## src/rtl/seq_add_sub.sv

```systemverilog
// seq_add_sub: multi-cycle chunked adder/subtractor with registered result and ALU flags
module seq_add_sub #(
  parameter int WIDTH = 32,
  parameter int CHUNK = 8
) (
  input  logic             clock,
  input  logic             clear,
  input  logic             start,
  input  logic             op,
  input  logic [WIDTH-1:0] a,
  input  logic [WIDTH-1:0] b,
  output logic             busy,
  output logic             done,
  output logic [WIDTH-1:0] result,
  output logic             c_out,
  output logic             overflow,
  output logic             zero,
  output logic             negative
);
  localparam int NCHUNK = WIDTH / CHUNK;
  localparam int CW = NCHUNK > 1 ? $clog2(NCHUNK) : 1;
  typedef enum logic [1:0] {IDLE, BUSY, DONE} state_t;
  state_t state, state_nx;
  logic [WIDTH-1:0] a_r, b_r, sum_r, sum_nx;
  logic [CHUNK:0] csum;
  logic [CW-1:0] cnt;
  logic carry, accept, last, msb_cin;
  always_comb begin
    accept = start && state != BUSY;
    last = cnt == CW'(NCHUNK - 1);
    csum = {1'b0, a_r[CHUNK-1:0]} + {1'b0, b_r[CHUNK-1:0]} + {{CHUNK{1'b0}}, carry};
    sum_nx = (sum_r >> CHUNK) | (WIDTH'(csum[CHUNK-1:0]) << (WIDTH - CHUNK));
    msb_cin = a_r[CHUNK-1] ^ b_r[CHUNK-1] ^ csum[CHUNK-1];
    state_nx = accept ? BUSY : state == BUSY ? (last ? DONE : BUSY) : IDLE;
  end
  assign busy = state == BUSY;
  assign done = state == DONE;
  // operands shift right so the active chunk is always at bit 0; sum fills from the top
  always_ff @(posedge clock or posedge clear) begin
    if (clear) begin
      state <= IDLE;
      a_r <= '0;
      b_r <= '0;
      sum_r <= '0;
      carry <= 1'b0;
      cnt <= '0;
      result <= '0;
      c_out <= 1'b0;
      overflow <= 1'b0;
      zero <= 1'b1;
      negative <= 1'b0;
    end else begin
      state <= state_nx;
      if (accept) begin
        a_r <= a;
        b_r <= op ? ~b : b;
        carry <= op;
        cnt <= '0;
      end else if (state == BUSY) begin
        a_r <= a_r >> CHUNK;
        b_r <= b_r >> CHUNK;
        sum_r <= sum_nx;
        carry <= csum[CHUNK];
        cnt <= cnt + 1'b1;
        if (last) begin
          result <= sum_nx;
          c_out <= csum[CHUNK];
          overflow <= msb_cin ^ csum[CHUNK];
          zero <= sum_nx == '0;
          negative <= sum_nx[WIDTH-1];
        end
      end
    end
  end
endmodule

```

## config.mk

```make
export PLATFORM = sky130hd
export DESIGN_NAME = seq_add_sub
export DESIGN_NICKNAME = d
export VERILOG_FILES = /design/src/rtl/seq_add_sub.sv
export SDC_FILE = /design/constraint.sdc
export NUM_CORES = 1
export LEC_CHECK = 0
export ABC_AREA = 1
export BUFFER_PORTS_ARGS = -buffer_cell sky130_fd_sc_hd__buf_4
export CAP_MARGIN = 30
export CORE_UTILIZATION = 56
export CTS_CLUSTER_DIAMETER = 200
export DETAILED_ROUTE_END_ITERATION = 8
export GPL_TIMING_DRIVEN = 1
export PLACE_DENSITY = 0.8
export SLEW_MARGIN = 20
export SYNTH_ARGS = -nofsm -noshare
export SYNTH_HDL_FRONTEND = slang
export SYNTH_SLANG_ARGS = --single-unit
```

## constraint.sdc

```tcl
create_clock -name clock -period 4 [get_ports clock]
set_input_delay 0.2 -clock clock [delete_from_list [all_inputs] [get_ports clock]]
set_output_delay 0.2 -clock clock [all_outputs]
set_load 0.02 [all_outputs]
```

==> results of run 1 <==
layout make-up:
class | instances | area (sq um)
clock buffers | 18 | 428
clock inverters | 14 | 226
fillers | 656 | 2280
inverters | 66 | 250
multi-input cells | 432 | 2240
flip-flops and latches | 128 | 3200
well taps | 136 | 170
repair buffers | 169 | 1430
critical path: cells and delay by family, from the launching register on:
| kind | cells | cell delay [ps] |
|---|---|---|
| and+or+nand+nor | 3 | 1100 |
| AOI/OAI and AO/OA | 1 | 150 |
| buffers and inverters | 1 | 580 |
| DFF | 1 | 410 |
cells by family after synthesis:
kind of cell	count (synthesis)	synth area share (%)
simple gates	287	19.8
compound gates	111	12.3
buf+inv	102	7.35
flops	128	54.6
xor+xnor	24	3.58
fa+ha+maj	10	2.39
cells in the final DEF (no fill, tap or decap), types with 13 or more instances in the layout:
| cell type | netlist | routed |
|---|---|---|
| dfrtp_1 | 127 | 127 |
| dlygate4sd3_1 | 0 | 58 |
| nand2_1 | 224 | 224 |
| inv_1 | 62 | 61 |
| nand3_1 | 14 | 13 |
| xnor2_1 | 24 | 24 |
| o211ai_1 | 27 | 27 |
| o21ai_0 | 51 | 51 |
| o221ai_1 | 16 | 16 |
| clkbuf_16 | 0 | 16 |
| nor2_1 | 28 | 28 |
| buf_4 | 3 | 110 |
state kept, by name (all words and copies together) (netlist names):
register,count
b_r,32
cnt,2
zero,1
c_out,1
a_r,32
state,2
carry,1
result,32
overflow,1
sum_r,24
power breakdown:
group / internal [mW] / switching, mW
Combinational: 0.851 / 1.46
Sequential: 1.82 / 0.313
Clock: 1.10 / 0.602
synthesized netlist by cell type, types with 3 or more instances:
master / instances / area share [%]
a21oi_1: 4 / 0.34
buf_2: 24 / 2.0
buf_4: 3 / 0.38
clkbuf_1: 7 / 0.45
dfrtp_1: 127 / 54
ha_1: 8 / 1.7
inv_1: 62 / 4.0
inv_2: 4 / 0.26
nand2_1: 224 / 14
nand2_2: 8 / 0.85
nand3_1: 14 / 1.2
nand3b_1: 3 / 0.38
nand4_1: 4 / 0.43
nor2_1: 28 / 1.8
o211ai_1: 27 / 3.5
o21ai_0: 51 / 4.3
o221ai_1: 16 / 2.4
o32ai_1: 8 / 1.2
xnor2_1: 24 / 3.6
per-layer routing:
metal / vias up / global-route usage (%)
met5: - / 0
met2: 233 / 53.1
met3: 44 / 5.95
met1: 2507 / 35.7
met4: 0 / 13.8
li1: 2443 / -
worst min-delay path by stage:
| stage | start | end | slack [ps] | depth (start not counted) |
|---|---|---|---|---|
| 2_1_floorplan | a[24] | a_r[24] | 320 | 2 |
| 3_3_place_gp | clear | a_r[8] | 360 | 2 |
| 3_5_place_dp | clear | a_r[10] | 380 | 2 |
| 4_1_cts | b[23] | b_r[23] | 0.005 | 3 |
| 5_1_grt | b[8] | b_r[8] | 4 | 3 |
| 6_report | b[8] | b_r[8] | 2 | 3 |
repair_timing:
action	in CTS	in global routing
gates resized for setup	0	0
hold endpoints to repair	113	0
hold buffers	58	0
==> qor.txt, run 1 <==
setup bufs post-CTS -> 0
detailed placement HPWL -> 8.95 mm
CORE AREA -> 10,200 sq um
#FFs+latches synth -> 128
reg2reg path depth -> 5
critical path startpoint -> state[0]
global route total overflow -> 0
Root Driver -> clkbuf_8
total track usage -> 30.3%
Setup Skew -> 11.0 ps
EDFF count, synth -> 0
Worst-path clk slew -> 60 ps
largest net degree at the start of global routing -> 59
Metal-1 WL -> 5.94 mm
CP endpoint kind -> flip-flop
clk sink count -> 128
Syn. warnings -> 0
Finished Cell Area -> 7950 sq um
max_slew headroom -> 52.5%
max-slew violations -> 0
Antenna Nets Post-Route -> 0
placed cell areas -> 6690 sq um
Avg Vias per Cell -> 5.43
diode count -> 0
Routed Wire Length -> 15.5 mm
met2 wire length -> 8.18 mm
Syn Inst Count -> 662
total power -> 6.15 mW
drt first pass iters -> 6
final worst slack -> 1650 ps
RR Endpoint -> a_r[5]
DR top layer -> met4
DR iter-0 viols -> 425
Worst R2R Setup Slack -> 1650 ps
vias in the first global route -> 5,226
crit path DAT -> 2780 ps
Worst Setup Start Kind -> flip-flop
CTS tree -> yes
Crit Path Max Fanout -> 33
required time worst endpoint -> 4430 ps
layout cells sized above 1 -> 20.1%
critical path's most frequent cell -> nand2_2
pre-CTS setup slack -> 1760 ps
Slowest cell on crit path -> inv_2
total number of vias -> 5,227
Final Non-Filler Cells -> 963
Worst Setup EP -> a_r[5]
Async SR Flop Fraction -> 100%
worst min path class -> in2reg
most used flip-flop cell after synthesis -> dfrtp_1
die area -> 10,900 sq um
Layout Nets -> 892
Synth Net Count -> 740
# setup viols final -> 0
status -> finished clean
Worst-Margin Slew -> 712 ps
Worst Hold Slack -> 1.68 ps
peak supply drop -> 346 uV
kind of critical path -> reg2reg
slowest stage delay, CP -> 580 ps
WL per Instance -> 16.1 microns
setup TNS -> 0 ps
clock buffer count from CTS -> 17
Seq/Total Area, Yosys -> 54.6%
io pins -> 106
Port Buffers -> 105
DIE HEIGHT -> 104 microns
worst r2r src -> state[0]
Final Hold Vio Count -> 0
first-pass GRT wire length -> 25.3 mm
initial antenna violation count -> 0
number of max-cap violations -> 0
RSZ-0062 raised after global routing -> no
Synth Area per Inst -> 8.87 sq um
Leak -> 3.86 nW
DRC Markers -> 0
Synth cell types -> 31
Tmin final -> 2350 ps
highest clock rate -> 0.426 GHz
htree depth -> 4
Row Count -> 37
CTS Buffer Depth -> 2
Routed met3 length -> 897 microns
Starting Density -> 57.4%
clk_lat worst skew -> 540 ps
critical-path cell list -> nand2_2 -> nand2_2 -> inv_2 -> nand2_1 -> o211ai_1
Area Growth Syn to Fin -> 35.3%
RePlAce Congestion -> 0.821
Die X -> 104 microns
fin crit share -> 58.7%
post-route core utilization -> 77.7%
Pwr Density -> 774 nW/um^2
post-synthesis cell area -> 5870 sq um
Inst Count DP -> 872
(Power assumes the default switching activity.)
==> inputs of run 2 (changes only) <==
--- a/config.mk
+++ b/config.mk
@@ -5,7 +5,7 @@
 export SDC_FILE = /design/constraint.sdc
 export NUM_CORES = 1
 export LEC_CHECK = 0
-export ABC_AREA = 1
+export ABC_AREA = 0
 export BUFFER_PORTS_ARGS = -buffer_cell sky130_fd_sc_hd__buf_4
 export CAP_MARGIN = 30
 export CORE_UTILIZATION = 56
==> constraint.sdc (replaced) <==
create_clock -name clock -period 2.2 [get_ports clock]
set_input_delay 0.11 -clock clock [delete_from_list [all_inputs] [get_ports clock]]
set_output_delay 0.11 -clock clock [all_outputs]
set_load 0.02 [all_outputs]
==> qor.txt, run 2 <==
DR iter-0 viols -> 270 (-36%)
Clk network pwr share -> 25.3% (-2.4 points)
Async SR Flop Fraction -> 100% (unchanged)
CORE AREA -> 10,300 sq um (+0.45%)
crit path DAT -> 2660 ps (-120 ps)
diode count -> 0 (unchanged)
Logic pwr share -> 38.2% (+0.6 points)
Synth cell types -> 42 (+35%)
total track usage -> 28.1% (-2.1 points)
Seq/Total Area, Yosys -> 54.4% (-0.19 points)
highest clock rate -> 0.450 GHz (+5.7%)
worst min path class -> in2reg
Synth Area per Inst -> 9.28 sq um (+4.6%)
io pins -> 106 (unchanged)
largest area contributor in the netlist -> dfrtp_1
htree depth -> 4 (unchanged)
sw frac -> 39.2% (+0.56 points)
Seq pwr share -> 36.5% (+1.8 points)
Leak -> 3.92 nW (+1.7%)
Area Growth Syn to Fin -> 36.5%
Worst-path clk slew -> 60 ps (about the same)
Crit Path Max Fanout -> 3 (-91%)
die area -> 10,900 sq um (+0.33%)
fin crit share -> 101% (+42 points)
Worst Hold Slack -> 12.1 ps (+10.4 ps)
number of max-cap violations -> 0 (unchanged)
Pwr Density -> 1400 nW/um^2 (+81%)
commonest non-fill, non-tap cell in the layout -> nand2_1
RSZ-0062 raised after global routing -> yes
global route total overflow -> 0 (unchanged)
Root Driver -> clkbuf_8
pre-CTS setup slack -> -55.9 ps (-1820 ps)
failing checks -> DRC, setup timing
DIE HEIGHT -> 105 microns (+0.17%)
clk sink count -> 128 (unchanged)
kind of critical path -> reg2reg
P_int -> 6.86 mW (+82%)
Fill cells -> 630 (-4.0%)
required time worst endpoint -> 2640 ps (-1790 ps)
most frequent cells in the layout -> nand2_1 (219), dfrtp_1 (127), buf_4 (113)
Setup Skew -> 9.62 ps (-1.39 ps)
Worst-Margin Slew -> 661 ps (-51.0 ps)
post-synthesis cell area -> 5890 sq um (+0.34%)
peak supply drop -> 845 uV (+140%)
largest net degree at the start of global routing -> 135 (+130%)
WL per Instance -> 15.8 microns (-1.6%)
Avg Vias per Cell -> 5.43 (about the same)
final worst slack -> -20.4 ps (-1670 ps)
Commonest cells post-synth -> nand2_1 (219), dfrtp_1 (127), o21ai_0 (89), xnor2_1 (35), mux2i_1 (32)
Die X -> 105 microns (+0.17%)
Routed Wire Length -> 14.7 mm (-4.8%)
RePlAce Congestion -> 0.819 (-0.30%)
EDFF count, synth -> 0 (unchanged)
status -> finished with violations
clock buffer count from CTS -> 17 (unchanged)
Syn Inst Count -> 635 (-4.1%)
Port Buffers -> 105 (unchanged)
max_slew headroom -> 55.9% (+3.4 points)
CP endpoint kind -> flip-flop
sw power -> 4.42 mW (+86%)
Worst Setup Start Kind -> flip-flop
layout cells sized above 1 -> 21.5% (+1.4 points)
Starting Density -> 57.3% (-0.064 points)
top cells by area, synth -> dfrtp_1 (54%), nand2_1 (14%), o21ai_0 (7.6%)
proportion of netlist area held by the largest area contributor -> 53.9% (-0.18 points)
leading registers by flop count -> a_r x32, b_r x32, result x32
initial antenna violation count -> 0 (unchanged)
#FFs+latches synth -> 128 (unchanged)
Row Count -> 37 (unchanged)
count leader, synth -> nand2_1
Antenna Nets Post-Route -> 0 (unchanged)
detailed placement HPWL -> 8.65 mm (-3.3%)
clk_lat worst skew -> 520 ps (-20 ps)
most used flip-flop cell after synthesis -> dfrtp_1
CTS tree -> yes
Layout Nets -> 861 (-3.5%)
total number of vias -> 5,060 (-3.2%)
Tmin final -> 2220 ps (-126 ps)
drt first pass iters -> 8 (+2)
vias in the first global route -> 5,164 (-1.2%)
Final Hold Vio Count -> 0 (unchanged)
Synth Net Count -> 713 (-3.6%)
Syn. warnings -> 0 (unchanged)
# setup viols final -> 1 (+1)
DRC Markers -> 2 (+2)
first-pass GRT wire length -> 24.0 mm (-5.1%)
max-slew violations -> 0 (unchanged)
CTS Buffer Depth -> 2 (unchanged)
-- run 2: logic make-up (layout without fill, tap and decap cells) --
kind of cell               after synthesis  count (layout)  share of synthesized area (%)
adders and majority gates               10              10                           2.38
AOI/OAI and AO/OA                      113             113                           10.7
buffers and inverters                   47             208                           3.42
muxes                                   32              32                           5.44
and+or+nand+nor                        268             268                           18.2
xor gates and xnor gates                37              37                           5.50
DFF                                    128             128                           54.4
-- run 2: layout make-up --
type                    count  area [sq um]  area share, %
clock buffers              19           432           5.37
clock inverters            13           175           2.18
inverters                   7          31.3          0.389
multi-input cells         460          2580           32.1
flip-flops and latches    128          3200           39.8
well taps                 136           170           2.12
repair buffers            169          1450           18.0
-- run 2: path summary, 6_finish.rpt --
path                                  from  cells after the start  slack, ps         end
worst min-delay path                  b[5]                      5         10      b_r[5]
max in group asynchronous            clear                      4       1250        zero
worst min register to register  result[17]                      2        480  result[17]
worst max register to register       carry                      7        -20        zero
worst max-delay path                 carry                      7        -20        zero
min in group asynchronous            clear                      3        240     a_r[15]
-- run 2: what timing repair did --
item	4_1_cts	5_1_grt
hold buffers	52	0
setup buffers	1	1
endpoints found under the hold margin	76	0
gates resized for setup	5	12
pin swaps	1	5
setup endpoints to repair	3	5
-- run 2: power by group through the flow --
stage               sequential [mW]  combinational [mW]  clock, mW
floorplan                      4.16                2.48          0
global placement               4.03                3.73          0
detailed placement             4.09                3.89          0
CTS                            4.07                4.09       2.87
global route                   4.22                4.78       2.99
finish                         4.12                4.31       2.85
-- run 2: stage by stage --
| step | setup TNS [ps] | util (%) | power [mW] | area [sq um] | cells |
|---|---|---|---|---|---|
| 6_report | -20.4 | 78.2 | 11.3 | 8040 | 932 |
| 5_1_grt | -409 | 78.2 | 12.0 | 8040 | 932 |
| 2_1_floorplan | 0 | - | 6.64 | 5900 | 635 |
| 4_1_cts | 0 | 77.5 | 11.0 | 7960 | 931 |
| 3_3_place_gp | 0 | 66.2 | 7.76 | 6810 | 846 |
| 3_5_place_dp | -62.4 | 66.2 | 7.99 | 6810 | 846 |
-- run 2: worst max-delay path: stages (launching register included) --
cell and delay [ps]:
dfrtp_1 410, fa_2 410, buf_4 150, a211oi_2 260
o21ai_0 190, a31oi_2 320, xor2_2 130, a32o_2 280
-- run 2: per-layer routing --
metal,routed length (microns),global-route usage (%)
met4,509,12.5
met3,688,5.55
met5,0,0
met1,5630,32.5
met2,7910,50.6
==> inputs of run 3 (changes only) <==
--- a/config.mk
+++ b/config.mk
@@ -8,12 +8,14 @@
 export ABC_AREA = 0
 export BUFFER_PORTS_ARGS = -buffer_cell sky130_fd_sc_hd__buf_4
 export CAP_MARGIN = 30
-export CORE_UTILIZATION = 56
+export CELL_PAD_IN_SITES_DETAIL_PLACEMENT = 1
+export CELL_PAD_IN_SITES_GLOBAL_PLACEMENT = 1
+export CORE_UTILIZATION = 46
 export CTS_CLUSTER_DIAMETER = 200
 export DETAILED_ROUTE_END_ITERATION = 8
 export GPL_TIMING_DRIVEN = 1
-export PLACE_DENSITY = 0.8
-export SLEW_MARGIN = 20
+export PLACE_DENSITY_LB_ADDON = 0.1
+export SLEW_MARGIN = 10
 export SYNTH_ARGS = -nofsm -noshare
 export SYNTH_HDL_FRONTEND = slang
 export SYNTH_SLANG_ARGS = --single-unit
==> constraint.sdc (replaced) <==
create_clock -name clock -period 2.84 [get_ports clock]
set_input_delay 0.142 -clock clock [delete_from_list [all_inputs] [get_ports clock]]
set_output_delay 0.142 -clock clock [all_outputs]
set_load 0.02 [all_outputs]
==> qor.txt, run 3 (synthesized netlist as in run 2, its figures left out) <==
peak supply drop -> 477 uV (-43%)
Slowest cell on crit path -> fa_1
Area Growth Syn to Fin -> 28.7%
CTS Buffer Depth -> 2 (unchanged)
Logic pwr share -> 36.1% (-2.1 points)
leading registers by flop count -> a_r x32, b_r x32, result x32
total number of vias -> 4,699 (-7.1%)
die area -> 13,300 sq um (+21%)
Worst Setup Start Kind -> flip-flop
DIE HEIGHT -> 115 microns (+10%)
max_slew headroom -> 50.3% (-5.6 points)
Root Driver -> clkbuf_16
# setup viols final -> 0 (-1)
CP delay by family, top -> simple AND/OR/NAND/NOR gates
Seq pwr share -> 37.0% (+0.5 points)
crit path DAT -> 2710 ps (+50 ps)
critical-path cell list -> fa_1 -> nor4_1 -> nand4_1 -> nor4_1 -> o2111a_1 -> a32o_1
sw frac -> 38.2% (-0.94 points)
DR iter-0 viols -> 220 (-19%)
max-slew violations -> 0 (unchanged)
Setup Skew -> 7.31 ps (-2.31 ps)
vias in the first global route -> 5,076 (-1.7%)
Starting Density -> 48.1% (-9.3 points)
Worst Hold Slack -> 12.6 ps (+0.567 ps)
CTS tree -> yes
Crit Path Max Fanout -> 3 (unchanged)
fin crit share -> 82.8% (-18 points)
total power -> 8.56 mW (-24%)
Die X -> 115 microns (+10%)
htree depth -> 4 (unchanged)
kind of critical path -> reg2reg
drt first pass iters -> 4 (-4)
Tmin final -> 2350 ps (+131 ps)
Final Hold Vio Count -> 0 (unchanged)
Clk network pwr share -> 26.9% (+1.6 points)
worst path bufs/invs -> 0 (-1)
status -> finished clean
Worst-path clk slew -> 60 ps (about the same)
layout cells sized above 1 -> 20.1% (-1.4 points)
required time worst endpoint -> 3190 ps (+550 ps)
diode count -> 0 (unchanged)
Leak -> 3.72 nW (-5.2%)
setup TNS -> 0 ps (+20.4 ps)
clk_lat worst skew -> 420 ps (-100 ps)
initial antenna violation count -> 0 (unchanged)
commonest non-fill, non-tap cell in the layout -> nand2_1
CORE AREA -> 12,300 sq um (+19%)
largest net degree at the start of global routing -> 77 (-43%)
total track usage -> 25.1% (-3.0 points)
WL per Instance -> 16.2 microns (+2.4%)
Layout Nets -> 817 (-5.1%)
most frequent cells in the layout -> nand2_1 (219), dfrtp_1 (127), buf_4 (108)
clk sink count -> 128 (unchanged)
global route total overflow -> 0 (unchanged)
CP endpoint kind -> flip-flop
critical path's most frequent cell -> nor4_1
sw power -> 3.28 mW (-26%)
Port Buffers -> 105 (unchanged)
Row Count -> 40 (+8.1%)
Antenna Nets Post-Route -> 0 (unchanged)
RSZ-0062 raised after global routing -> no
number of max-cap violations -> 0 (unchanged)
Fill cells -> 1,398 (+120%)
detailed placement HPWL -> 9.73 mm (+12%)
DRC Markers -> 0 (-2)
Avg Vias per Cell -> 5.11 (-5.8%)
worst min path class -> in2reg
Pwr Density -> 1130 nW/um^2 (-19%)
post-route core utilization -> 61.8% (-16 points)
first-pass GRT wire length -> 25.2 mm (+4.9%)
highest clock rate -> 0.425 GHz (-5.6%)
Worst-Margin Slew -> 745 ps (+84.2 ps)
RePlAce Congestion -> 0.836 (+2.1%)
io pins -> 106 (unchanged)
Routed Wire Length -> 14.9 mm (+1.0%)
slowest stage delay, CP -> 590 ps (+180 ps)
P_int -> 5.29 mW (-23%)
clock buffer count from CTS -> 17 (unchanged)
[run 3: worst paths after layout]
check	depth (start not counted)	slack [ps]	end	startpoint
min in group asynchronous	4	360	result[22]	clear
max	6	490	zero	a_r[0]
min	3	10	b_r[26]	b[26]
max in group asynchronous	5	1900	zero	clear
min reg2reg	2	470	result[18]	result[18]
max reg2reg	6	490	zero	a_r[0]
[run 3: worst reg2reg max path: cells and delay by family, from the launching register on]
family          cells  cell delay, ps
compound gates      2             420
fa+ha+maj           1             590
flops               1             390
simple gates        3             900
[run 3: metrics by stage]
stage / instances / setup slack [ps] / cell area, sq um
after floorplan: 635 / 705 / 5900
after global placement: 874 / 593 / 6800
after detailed placement: 874 / 520 / 6800
after CTS: 918 / 472 / 7560
after global routing: 919 / 320 / 7580
final: 919 / 489 / 7580
[run 3: layout make-up]
type                       instances  area [sq um]  share of cell area [%]
clock buffer                      21           470                    6.20
inverter                           7          31.3                   0.413
multi-input combinational        460          2490                    32.8
clock inverter                    10           159                    2.10
tap                              168           210                    2.77
sequential                       128          3200                    42.3
timing repair buffer             125          1020                    13.5
[run 3: what timing repair did]
item                      4_1_cts  5_1_grt
hold buffers                   13        0
gates resized for setup         0        0
hold endpoints to repair       47        0
setup buffers                   0        0
[run 3: layer usage]
metal | share of wire [%] | global-route usage [%]
met1 | 42 | 29.4
met3 | 2.8 | 5.75
met2 | 52 | 43.5
met4 | 3.2 | 12.6
met5 | 0 | 0
[run 3: power by group through the flow]
stage	sequential (mW)	combinational, mW	clock, mW
after floorplan	3.22	1.92	0
after CTS	3.18	3.13	2.34
after detailed placement	3.19	3.05	0
after global placement	3.14	2.90	0
after global routing	3.26	3.50	2.42
final	3.17	3.09	2.31
